<file path="config.mk">
export PLATFORM = sky130hd
export DESIGN_NAME = sa_pe_os
export DESIGN_NICKNAME = d
export VERILOG_FILES = /design/src/rtl/sa_pkg.sv /design/src/rtl/sa_mac_sat.sv /design/src/rtl/sa_pe_os.sv
export SDC_FILE = /design/constraint.sdc
export NUM_CORES = 1
export LEC_CHECK = 0
export BUFFER_PORTS_ARGS = -buffer_cell sky130_fd_sc_hd__buf_2
export CORE_ASPECT_RATIO = 1.25
export CORE_UTILIZATION = 64
export DETAILED_ROUTE_END_ITERATION = 8
export PLACE_DENSITY_LB_ADDON = 0.2
export SETUP_SLACK_MARGIN = 0.1
export SLEW_MARGIN = 20
export SYNTH_ARGS = -nofsm -noshare
export SYNTH_HDL_FRONTEND = slang
export SYNTH_HIERARCHICAL = 1
export SYNTH_SLANG_ARGS = --single-unit
</file>
<file path="constraint.sdc">
create_clock -name CLK -period 8.2 [get_ports CLK]
set_clock_uncertainty 0.1 [all_clocks]
set_input_delay 0.41 -clock CLK [delete_from_list [all_inputs] [get_ports CLK]]
set_output_delay 0.41 -clock CLK [all_outputs]
set_load 0.05 [all_outputs]
</file>
<file path="src/rtl/sa_pkg.sv">
// sa_pkg: shared types, default widths and saturation limits for the systolic-array PE
package sa_pkg;

    localparam int DEF_DATA_W = 8;
    localparam int DEF_ACC_W  = 19;
    localparam int SAT_W      = 64;

    typedef enum logic {EMPTY, PEND} res_state_t;

    // Limits are returned SAT_W wide; callers cast down to their accumulator width.
    function automatic logic [SAT_W-1:0] sat_max(input int w, input bit sgn);
        return sgn ? (SAT_W'(1) << (w - 1)) - SAT_W'(1) : (SAT_W'(1) << w) - SAT_W'(1);
    endfunction

    function automatic logic [SAT_W-1:0] sat_min(input int w, input bit sgn);
        return sgn ? SAT_W'(1) << (w - 1) : '0;
    endfunction

endpackage

</file>
<file path="src/rtl/sa_mac_sat.sv">
// sa_mac_sat: combinational multiply-accumulate with overflow detect and optional clamp
module sa_mac_sat
    import sa_pkg::*;
#(
    parameter int DATA_W   = DEF_DATA_W,
    parameter int ACC_W    = DEF_ACC_W,
    parameter int SIGNED   = 0,
    parameter int SATURATE = 1
) (
    input  logic [ACC_W-1:0]  acc,
    input  logic [DATA_W-1:0] a,
    input  logic [DATA_W-1:0] b,
    output logic [ACC_W-1:0]  acc_nxt,
    output logic              ovf
);

    localparam int PW = 2 * DATA_W;
    localparam bit SG = SIGNED != 0;
    localparam bit SAT = SATURATE != 0;
    localparam logic [ACC_W-1:0] MAXV = ACC_W'(sat_max(ACC_W, SG));
    localparam logic [ACC_W-1:0] MINV = ACC_W'(sat_min(ACC_W, SG));

    logic [PW-1:0]    prod_u, prod_s, prod;
    logic [ACC_W:0]   ext_p, ext_acc, sum;

    // One bit of headroom above ACC_W holds the true sum of any acc + product.
    always_comb begin
        prod_u  = {{DATA_W{1'b0}}, a} * {{DATA_W{1'b0}}, b};
        prod_s  = {{DATA_W{a[DATA_W-1]}}, a} * {{DATA_W{b[DATA_W-1]}}, b};
        prod    = SG ? prod_s : prod_u;
        ext_p   = {{(ACC_W + 1 - PW){SG & prod[PW-1]}}, prod};
        ext_acc = {SG & acc[ACC_W-1], acc};
        sum     = ext_acc + ext_p;
        ovf     = SG ? sum[ACC_W] ^ sum[ACC_W-1] : sum[ACC_W];
        acc_nxt = (ovf && SAT) ? ((SG && sum[ACC_W]) ? MINV : MAXV) : sum[ACC_W-1:0];
    end

endmodule

</file>
<file path="src/rtl/sa_pe_os.sv">
// sa_pe_os: output-stationary systolic PE with tagged operands, double-buffered
// result and a one-register-per-PE vertical drain chain
module sa_pe_os
    import sa_pkg::*;
#(
    parameter int DATA_W   = DEF_DATA_W,
    parameter int ACC_W    = DEF_ACC_W,
    parameter int SIGNED   = 0,
    parameter int SATURATE = 1
) (
    input  logic              CLK,
    input  logic              RST,
    input  logic              EN,
    input  logic [DATA_W-1:0] A_in,
    input  logic              A_vld_in,
    input  logic              A_last_in,
    input  logic [DATA_W-1:0] B_in,
    input  logic              B_vld_in,
    output logic [DATA_W-1:0] A_out,
    output logic              A_vld_out,
    output logic              A_last_out,
    output logic [DATA_W-1:0] B_out,
    output logic              B_vld_out,
    input  logic [ACC_W-1:0]  DRAIN_in,
    input  logic              DRAIN_vld_in,
    output logic [ACC_W-1:0]  DRAIN_out,
    output logic              DRAIN_vld_out,
    output logic              OVF,
    output logic              ERR
);

    logic [DATA_W-1:0] a_q, b_q;
    logic              a_vld_q, a_last_q, b_vld_q;
    logic [ACC_W-1:0]  acc, res, acc_nxt, drain_q;
    logic              drain_vld_q, ovf_q, err_q, mac_ovf;
    logic              pair, one_side, close, emit, lost;
    res_state_t        state, state_nxt;

    sa_mac_sat #(
        .DATA_W  (DATA_W),
        .ACC_W   (ACC_W),
        .SIGNED  (SIGNED),
        .SATURATE(SATURATE)
    ) u_mac (
        .acc    (acc),
        .a      (a_q),
        .b      (b_q),
        .acc_nxt(acc_nxt),
        .ovf    (mac_ovf)
    );

    // Upstream drain traffic always wins the slot; a pending result waits.
    always_comb begin
        pair      = a_vld_q & b_vld_q;
        one_side  = a_vld_q ^ b_vld_q;
        close     = pair & a_last_q;
        emit      = (state == PEND) & ~DRAIN_vld_in;
        lost      = close & (state == PEND) & ~emit;
        state_nxt = close ? PEND : emit ? EMPTY : state;
    end

    always_ff @(posedge CLK) begin
        if (RST) begin
            state <= EMPTY;
        end else if (EN) begin
            state <= state_nxt;
        end
    end

    always_ff @(posedge CLK) begin
        if (RST) begin
            a_q         <= '0;
            b_q         <= '0;
            a_vld_q     <= 1'b0;
            a_last_q    <= 1'b0;
            b_vld_q     <= 1'b0;
            acc         <= '0;
            res         <= '0;
            drain_q     <= '0;
            drain_vld_q <= 1'b0;
            ovf_q       <= 1'b0;
            err_q       <= 1'b0;
        end else if (EN) begin
            a_q         <= A_in;
            b_q         <= B_in;
            a_vld_q     <= A_vld_in;
            a_last_q    <= A_last_in;
            b_vld_q     <= B_vld_in;
            acc         <= close ? '0 : pair ? acc_nxt : acc;
            res         <= close ? acc_nxt : res;
            drain_q     <= DRAIN_vld_in ? DRAIN_in : emit ? res : drain_q;
            drain_vld_q <= DRAIN_vld_in | emit;
            ovf_q       <= ovf_q | (pair & mac_ovf);
            err_q       <= err_q | one_side | lost;
        end
    end

    assign A_out         = a_q;
    assign A_vld_out     = a_vld_q;
    assign A_last_out    = a_last_q;
    assign B_out         = b_q;
    assign B_vld_out     = b_vld_q;
    assign DRAIN_out     = drain_q;
    assign DRAIN_vld_out = drain_vld_q;
    assign OVF           = ovf_q;
    assign ERR           = err_q;

endmodule

</file>
==> metrics.txt, run 1 <==
status=complete, no violations; die area=0.00996 mm^2; data arrival time of the critical path=5230 ps; Seq/Total Area, Yosys=26.2%; WHS Path Cells=3; wire per inst=14.7 um; initial antenna violation count=0; Synth Area in XOR/XNOR=1.15%; Fill cells=716; share of cells above drive strength 1=15.6%; GRT overflow=0; slowest CP cell=fa_1; Final HPWL DP=9.78 mm; Num CTS Buffers=9; clk_lat worst skew=340 ps; mux share of post-synthesis cell area=6.54%; Tot GR Track Use=28.8%; Post-Synth Adder-Cell Area=24.9%; Syn Nets=844; CTS max path bufs=2; I/O pins=83; nets@finish=903; RR Endpoint=acc[10]$_SDFFE_PP0P_; ys async rst share=0%; storage element area=0.00160 mm^2; Main synth FF type=dfxtp_1; Required @ worst endpoint=8280 ps; R2R setup slack=3050 ps; Slew HR=38.4%; Synth Cell Area=0.00612 mm^2; final std cells w/o fill=897; RePlAce Congestion=0.930; Final Hold Viols=0; register bit total from synthesis=80; Design Power=993 uW; Hold Path Class=in -> reg; H-tree levels=3; Final TNS setup=0 ps; CP peak stage delay=560 ps; # setup viols final=0; Clock Sink Count=80; Worst-Margin Slew=924 ps; I/O Buffers=82; post-route antenna net violation count=0; first drt pass iteration count=4; CP Cell Sequence=nand2_1, fa_1, fa_1, inv_1, fa_1, inv_1, fa_1, inv_1, ha_1, a21o_1, nor2_1, a21o_1, o211ai_2, a21oi_4, o21ai_0, nand4b_1, a21oi_1; crit path time final=5150 ps; Placed Cells=881; final hold slack=203 ps; Core ar.=0.00922 mm^2; Synth Area per Inst=8.62 um^2; critical path launch point type=flip-flop; Synthesis Warnings=6; Worst-path clk slew=60 ps; cell mode on critical path=fa_1; number of global-route vias before repair=4859; Peak VDD IR=101 uV; CTS Hold Buffers Added=0; PostCTS Resize Cnt=0; Residual DRC=0; Final Max Tran Viols=0; Worst Hold End=B_out[7]$_SDFFE_PP0P_; crit path buf inv count=3; EDFF count, synth=0; DRT iter0 DRCs=236; Max Cap Viol=0; Area Growth Syn to Fin=11.0%; PwrDens=146 mW/mm^2; Achievable Freq=194 MHz; TritonCTS clock tree=done; Root Buffer=clkbuf_16; CP max FO=19; kind of end point of the critical path=flip-flop; routed via count=4925; ANT cells=0; largest net degree at the start of global routing=81; Die Span Y=111 um; largest family of logic cells by synthesized area=adder cells; R2R depth=17; Hold Startpoint=B_in[7]; Top delay family on crit path=adder cells; wirelength, routed=13.2 mm; DR vias/cell=5.49; RSZ-0062 raised after global routing=false; Setup CP Type=reg -> reg; cells after synthesis=710; final worst-path cycle share=62.8%; area occupied by multi-input gates=0.00393 mm^2; chip width=89.5 um; initial core utilization=66.3%; Post-Synth Simple-Gate Area=18.3%; P_leak=3.31 nW; Netlist cell types=50; Setup Buffers After CTS=0; post-synthesis compound-gate area fraction=13.2%; global-route wire length before repair=22.3 mm; Reg2Reg Launch Point=A_out[0]$_SDFFE_PP0P_; num rows=39
[worst max-delay path by stage]
stage / startpoint / end / cells after the start
2_1_floorplan: B_out[1]$_SDFFE_PP0P_ / OVF$_SDFFE_PP0P_ / 19
3_3_place_gp: A_out[0]$_SDFFE_PP0P_ / acc[12]$_SDFFE_PP0P_ / 17
3_5_place_dp: A_out[0]$_SDFFE_PP0P_ / acc[17]$_SDFFE_PP0P_ / 17
4_1_cts: A_out[0]$_SDFFE_PP0P_ / acc[10]$_SDFFE_PP0P_ / 17
5_1_grt: A_out[0]$_SDFFE_PP0P_ / acc[10]$_SDFFE_PP0P_ / 17
6_report: A_out[0]$_SDFFE_PP0P_ / acc[10]$_SDFFE_PP0P_ / 17
[per-stage QoR]
stage	util, %	cell area [um^2]	setup slack (ps)
final	73.7	6790	3050
after global routing	73.7	6790	2780
after CTS	73.7	6790	3090
after detailed placement	70.4	6500	3110
after global placement	70.4	6500	3290
after floorplan	-	6120	3340
[placed cells by master (no fill, tap or decap), types with 2 or more instances in the layout]
cell	n
a211oi_1	12
mux2i_1	40
and2_1	35
clkinv_2	3
fa_1	50
nand3b_1	2
buf_4	2
o21ai_1	4
a21oi_1	54
a21o_1	4
inv_1	103
nand2_1	108
ha_1	42
o21ai_0	14
nor3_1	5
clkbuf_16	9
buf_2	82
dfxtp_1	80
nand3_1	3
nand2b_1	7
nand4b_1	19
clkinv_4	2
a211oi_2	10
and3_1	2
o211ai_2	2
xor2_1	2
a31oi_1	2
o21bai_1	2
xnor2_1	6
nor2_1	46
[Yosys cell counts, types with 2 or more instances]
| cell type | number | area (um^2) |
|---|---|---|
| a211oi_1 | 12 | 90.1 |
| a211oi_2 | 10 | 125 |
| a21o_1 | 4 | 30.0 |
| a21oi_1 | 54 | 270 |
| a31oi_1 | 2 | 12.5 |
| and2_1 | 35 | 219 |
| and3_1 | 2 | 12.5 |
| buf_2 | 12 | 60.1 |
| buf_4 | 5 | 37.5 |
| buf_6 | 4 | 45.0 |
| clkbuf_1 | 13 | 48.8 |
| clkbuf_2 | 2 | 10.0 |
| dfxtp_1 | 80 | 1600 |
| fa_1 | 50 | 1000 |
| ha_1 | 42 | 526 |
| inv_1 | 103 | 387 |
| mux2i_1 | 40 | 400 |
| nand2_1 | 108 | 405 |
| nand2b_1 | 7 | 43.8 |
| nand3_1 | 3 | 15.0 |
| nand3b_1 | 2 | 15.0 |
| nand4b_1 | 19 | 166 |
| nor2_1 | 46 | 173 |
| nor3_1 | 5 | 25.0 |
| o211ai_2 | 2 | 25.0 |
| o21ai_0 | 14 | 70.1 |
| o21ai_1 | 4 | 20.0 |
| o21bai_1 | 2 | 15.0 |
| xnor2_1 | 6 | 52.6 |
| xor2_1 | 2 | 17.5 |
[cell type report]
type | count | area share, %
flip-flops and latches | 80 | 23.6
well taps | 123 | 2.27
clock buffers | 9 | 3.32
repair buffers | 84 | 6.26
multi-input cells | 490 | 57.8
inverters | 104 | 5.75
clock inverters | 7 | 1.05
[layer usage]
layer,track usage (%),part of all wire (%)
met2,49.0,49
met3,4.17,4.5
met1,37.5,45
met4,8.15,1.5
met5,0,0
[power breakdown]
| group | total [mW] | internal (mW) | leakage (nW) | switching [mW] |
|---|---|---|---|---|
| Clock | 0.405 | 0.236 | 0.150 | 0.169 |
| Sequential | 0.418 | 0.401 | 0.652 | 0.0173 |
| Combinational | 0.170 | 0.0571 | 2.51 | 0.113 |
[worst reg2reg max path, delay by kind of cell, from the launching register on]
kind	cells	cell delay [ps]
flip-flops	1	510
adder cells (fa/ha/maj)	5	2500
AND/OR/NAND/NOR	3	390
AO/OA/AOI/OAI	6	1320
buffers and inverters	3	160
[flip-flops by register name, indices dropped and copies added, names as in the netlist, 8 cells and up]
name       flops
A_out          8
DRAIN_out     19
B_out          8
acc           19
res           19
[cells by family (layout without fill, tap and decap cells)]
| logic type | count (synthesis) | count (layout) |
|---|---|---|
| simple gates | 234 | 234 |
| buf+inv | 140 | 204 |
| compound gates | 116 | 116 |
| fa+ha+maj | 92 | 92 |
| flops | 80 | 80 |
| mux | 40 | 40 |
| xor+xnor | 8 | 8 |
No activity file was read; power rests on OpenSTA's default activity.
==> run 2, diff against run 1 <==
- CORE_UTILIZATION: 64 -> 53
- clock period: 8.2 -> 4.6 ns (I/O delays scaled with it)
==> metrics.txt, run 2 (synthesis results as in run 1) <==
Tot GR Track Use=26.2% (-2.5 points); TritonCTS clock tree=done; crit path time final=4550 ps (-596 ps); Core ar.=0.0112 mm^2 (+21%); Hold Startpoint=B_in[0]; status=finished, violations left; first drt pass iteration count=9 (+5); Design Power=1.89 mW (+90%); H-tree levels=3 (unchanged); final worst-path cycle share=99.0% (+36 points); Top delay family on crit path=adder cells; Clk pwr share=41.2% (+0.4 points); nets@finish=958 (+6.1%); Peak VDD IR=153 uV (+52%); initial core utilization=54.7% (-12 points); largest net degree at the start of global routing=44 (-46%); Area Growth Syn to Fin=25.7%; CP Cell Sequence=nand2_4, fa_1, fa_1, inv_2, fa_1, inv_1, fa_1, inv_2, ha_4, a21o_1, nor2_1, a21o_1, o211ai_4, a21oi_4, buf_6, nand2_1, nand4b_1, a21oi_1; Setup crit start=A_out[4]$_SDFFE_PP0P_; Hold Path Class=in -> reg; data arrival time of the critical path=4650 ps (-580 ps); Achievable Freq=220 MHz (+13%); critical path launch point type=flip-flop; P_leak=3.66 nW (+10%); Logic pwr share=19.6% (+2.5 points); PwrDens=245 mW/mm^2 (+68%); clk_lat worst skew=340 ps (about the same); slowest CP cell=fa_1; sequential power share=39.2% (-2.9 points); Sw Ratio=29.6% (-0.48 points); number of global-route vias before repair=5283 (+8.7%); WHS Path Cells=3 (unchanged); Final Max Tran Viols=0 (unchanged); failing checks=design-rule violations; Worst-Margin Slew=897 ps (-26.4 ps); most common cell after layout, fill and taps aside=nand2_1; RePlAce Congestion=0.876 (-5.8%); initial antenna violation count=0 (unchanged); R2R depth=18 (+1); Metal-1 WL=6.50 mm (+11%); Slew HR=40.2% (+1.8 points); RR Endpoint=acc[4]$_SDFFE_PP0P_; # setup viols final=0 (unchanged); Int Power=1.33 mW (+91%); Residual DRC=14 (+14); Reg2Reg Launch Point=A_out[4]$_SDFFE_PP0P_; wire per inst=15.3 um (+4.3%); R2R setup slack=50 ps (-3000 ps); routed via count=5207 (+5.7%); crit path buf inv count=4 (+1); wirelength, routed=14.8 mm (+12%); CTS max path bufs=2 (unchanged); Max Cap Viol=0 (unchanged); Worst-path clk slew=70 ps (about the same); I/O pins=83 (unchanged); Clock Sink Count=80 (unchanged); Root Buffer=clkbuf_16; global-route wire length before repair=25.0 mm (+12%); chip width=98.1 um (+9.7%); cell mode on critical path=fa_1; I/O Buffers=82 (unchanged); Required @ worst endpoint=4690 ps (-3590 ps); Placed Cells=925 (+5.0%); Final Hold Viols=0 (unchanged); Die Span Y=122 um (+9.7%); Final HPWL DP=10.7 mm (+9.5%); final std cells w/o fill=964 (+7.5%); CP max FO=7 (-12); DR vias/cell=5.40 (-1.6%); met3 wire len=625 um (+4.9%); GRT overflow=0 (unchanged); RSZ-0062 raised after global routing=true; num rows=43 (+10%); NetSw=558 uW (+87%); met2 wire len=7.32 mm (+13%); Worst Hold End=B_out[0]$_SDFFE_PP0P_; share of cells above drive strength 1=31.5% (+16 points); post-route antenna net violation count=0 (unchanged); CP peak stage delay=530 ps (-30 ps); die area=0.0120 mm^2 (+20%); kind of end point of the critical path=flip-flop; Setup CP Type=reg -> reg; DRT iter0 DRCs=208 (-12%); highest routed metal layer=met4; most frequent cells in the layout=96 x nand2_1, 93 x inv_1, 82 x buf_2; Num CTS Buffers=9 (unchanged); ANT cells=0 (unchanged)
## run 2: cell count changes in the layout (fill, tap and decap cells not counted), moves of 8 or more
cell / previous run / this run
dfxtp_4: 0 / 15
buf_6: 0 / 9
inv_2: 1 / 11
buf_4: 2 / 46
a21oi_2: 1 / 13
inv_1: 103 / 93
ha_1: 42 / 33
nand2_1: 108 / 96
fa_1: 50 / 41
a21oi_1: 54 / 43
nand2_2: 1 / 11
ha_4: 0 / 8
fa_2: 0 / 9
dfxtp_1: 80 / 64
## run 2: how the worst max path moves through the flow
stage / to / slack, ps / depth (start not counted)
floorplan: OVF$_SDFFE_PP0P_ / 100 / 18
global placement: acc[13]$_SDFFE_PP0P_ / 8 / 16
detailed placement: acc[13]$_SDFFE_PP0P_ / -50 / 16
CTS: acc[13]$_SDFFE_PP0P_ / 80 / 18
global route: acc[13]$_SDFFE_PP0P_ / -150 / 20
finish: acc[4]$_SDFFE_PP0P_ / 50 / 18
## run 2: worst reg2reg max path: cells and delay by family, from the launching register on
| kind | cells | cell delay [ps] |
|---|---|---|
| adders and majority gates | 5 | 2250 |
| DFF | 1 | 410 |
| buffers and inverters | 4 | 350 |
| and+or+nand+nor | 4 | 320 |
| AOI/OAI and AO/OA | 5 | 980 |
## run 2: cell type report
class / instances / area [um^2]
repair buffers: 138 / 877
clock inverters: 5 / 58.8
well taps: 135 / 169
inverters: 104 / 390
multi-input cells: 491 / 4270
fillers: 919 / 3500
clock buffers: 11 / 264
flip-flops and latches: 80 / 1660
## run 2: repair_timing
item	4_1_cts	5_1_grt
hold buffers	0	0
gates resized for setup	36	59
buffers inserted	13	9
cloned	1	0
pin swaps	30	54
setup endpoints to repair	33	39
## run 2: metal layers
layer,up-vias,track usage (%)
li1,2542,-
met1,2494,31.6
met2,146,47.2
met3,25,3.90
met4,0,9.94
met5,-,0
## run 2: power by group through the flow
stage                     registers (mW)  clock network (mW)  logic, mW
after floorplan                    0.822                   0      0.168
after global placement             0.754                   0      0.319
after detailed placement           0.756                   0      0.326
after CTS                          0.738               0.793      0.346
after global routing               0.742               0.820      0.404
final                              0.739               0.777      0.370
## run 2: through the flow
stage	setup slack (ps)	setup TNS (ps)	area, um^2	hold WS, ps	utilization (%)
floorplan	101	0	6180	276	-
global placement	7.80	0	6820	341	60.9
detailed placement	-48.7	-82.2	6820	350	60.9
CTS	80.5	0	7400	13.5	66.1
global route	-148	-2070	7690	31.5	68.7
finish	47.1	0	7690	18.6	68.7
==> run 3, diff against run 2 <==
- CORE_UTILIZATION: 53 -> 35
==> metrics.txt, run 3 (synthesis results as in run 1) <==
wire per inst=14.4 um (-5.7%); die area=0.0180 mm^2 (+50%); DR vias/cell=4.88 (-9.6%); Slew HR=34.0% (-6.2 points); Num CTS Buffers=9 (unchanged); chip width=120 um (+23%); Clock Sink Count=80 (unchanged); Die Span Y=150 um (+23%); data arrival time of the critical path=4710 ps (+60 ps); Hold Path Class=in -> reg; TritonCTS clock tree=done; # setup viols final=0 (unchanged); Worst-path clk slew=70 ps (about the same); routed via count=5160 (-0.90%); Core ar.=0.0170 mm^2 (+52%); final worst slack=62.1 ps (+15.1 ps); Setup Slack @ Placement=-70.9 ps (-22.2 ps); I/O pins=83 (unchanged); final hold slack=6.52 ps (-12.1 ps); wirelength, routed=15.3 mm (+3.3%); Required @ worst endpoint=4770 ps (+80 ps); RSZ-0062 raised after global routing=true; Int Power=1.33 mW (+0.40%); num rows=53 (+23%); sequential power share=38.7% (-0.5 points); Final Hold Viols=0 (unchanged); initial core utilization=36.0% (-19 points); WHS Path Cells=3 (unchanged); largest net degree at the start of global routing=48 (+9.1%); Final HPWL DP=11.3 mm (+5.9%); I/O Buffers=82 (unchanged); number of global-route vias before repair=5276 (-0.13%); most common cell after layout, fill and taps aside=inv_1; most frequent cells in the layout=96 x inv_1, 87 x nand2_1, 82 x buf_2; dpl cell area=0.00697 mm^2 (+2.2%); crit path time final=4540 ps (-15.1 ps); Root Buffer=clkbuf_16; Peak VDD IR=148 uV (-3.9%); status=complete, no violations; CP max FO=5 (-2); Setup CP Type=reg -> reg; Sw Ratio=30.0% (+0.44 points); Final Max Tran Viols=0 (unchanged); final instance area=0.00783 mm^2 (+1.8%); H-tree levels=3 (unchanged); post-route antenna net violation count=0 (unchanged); nets@finish=966 (+0.84%); DRT iter0 DRCs=184 (-12%); RePlAce Congestion=0.833 (-4.9%); CTS max path bufs=2 (unchanged); NetSw=572 uW (+2.5%); PwrDens=243 mW/mm^2 (-0.76%); kind of end point of the critical path=flip-flop; share of cells above drive strength 1=31.5% (+0.058 points); Logic pwr share=20.0% (+0.4 points); global-route wire length before repair=25.7 mm (+3.0%); Achievable Freq=220 MHz (+0.33%); first drt pass iteration count=4 (-5); Area Growth Syn to Fin=28.0%; initial antenna violation count=0 (unchanged); R2R depth=18 (unchanged); Layout Utilization=46.1% (-23 points); GRT overflow=0 (unchanged); Worst-Margin Slew=990 ps (+92.4 ps); Residual DRC=0 (-14); CTS Hold Buffers Added=0 (unchanged); Final TNS setup=0 ps (unchanged); ANT cells=0 (unchanged); P_leak=3.70 nW (+1.1%); clk_lat worst skew=350 ps (about the same); Max Cap Viol=0 (unchanged); Tot GR Track Use=18.1% (-8.2 points); critical path launch point type=flip-flop; final worst-path cycle share=98.6% (-0.33 points); Clk pwr share=41.3% (about the same)
run 3: cell count changes in the layout (fill, tap and decap cells not counted), sizes merged:
cell    before  now
a21oi       57   56
buf        138  146
bufbuf       0    1
clkinv       1    3
inv        107  105
run 3: layout make-up:
| cell class | count | area [um^2] |
|---|---|---|
| timing repair buffer | 147 | 981 |
| clock inverter | 5 | 61.3 |
| inverter | 104 | 390 |
| multi-input combinational | 490 | 4200 |
| tap | 220 | 275 |
| fill | 1668 | 9150 |
| sequential | 80 | 1660 |
| clock buffer | 11 | 264 |
run 3: stage by stage:
step / instances / power (mW)
6_report: 1057 / 1.91
3_5_place_dp: 1016 / 1.09
4_1_cts: 1052 / 1.91
2_1_floorplan: 710 / 0.990
3_3_place_gp: 1016 / 1.08
5_1_grt: 1057 / 1.99
run 3: power groups by stage:
stage / Clock, mW / Combinational [mW] / Sequential, mW
floorplan: 0 / 0.168 / 0.822
CTS: 0.806 / 0.366 / 0.737
global route: 0.837 / 0.417 / 0.741
finish: 0.787 / 0.381 / 0.737
global placement: 0 / 0.332 / 0.752
detailed placement: 0 / 0.335 / 0.754
run 3: per-layer routing:
layer | vias up | share of wire, % | GRT usage, %
met5 | - | 0 | 0
met4 | 0 | 1.3 | 4.88
met3 | 16 | 4.4 | 3.54
met2 | 129 | 48 | 32.0
met1 | 2454 | 46 | 22.2
li1 | 2561 | - | -
run 3: worst max-delay path: stages (launching register included):
cell and delay, ps:
dfxtp_4 370, buf_6 130, and2_4 130, fa_2 350, fa_1 510, fa_1 560
inv_2 40, fa_1 540, inv_2 50, ha_4 280, a21o_1 150, nor2_1 60
a21o_1 220, o211ai_2 240, a21oi_4 90, bufbuf_16 290, nand2_2 90, nand4b_1 100
a21oi_1 190
run 3: worst paths after layout:
path	start	end	slack [ps]
max	A_out[3]$_SDFFE_PP0P_	acc[11]$_SDFFE_PP0P_	60
min reg2reg	res[0]$_SDFFE_PP0P_	res[0]$_SDFFE_PP0P_	360
min	A_in[7]	A_out[7]$_SDFFE_PP0P_	7
max reg2reg	A_out[3]$_SDFFE_PP0P_	acc[11]$_SDFFE_PP0P_	60
run 3: what timing repair did:
item	4_1_cts	5_1_grt
endpoints found under the hold margin	0	0
gates cloned	1	0
resized for setup	51	43
pin swaps	49	38
setup endpoints to repair	33	39
setup buffers	19	6
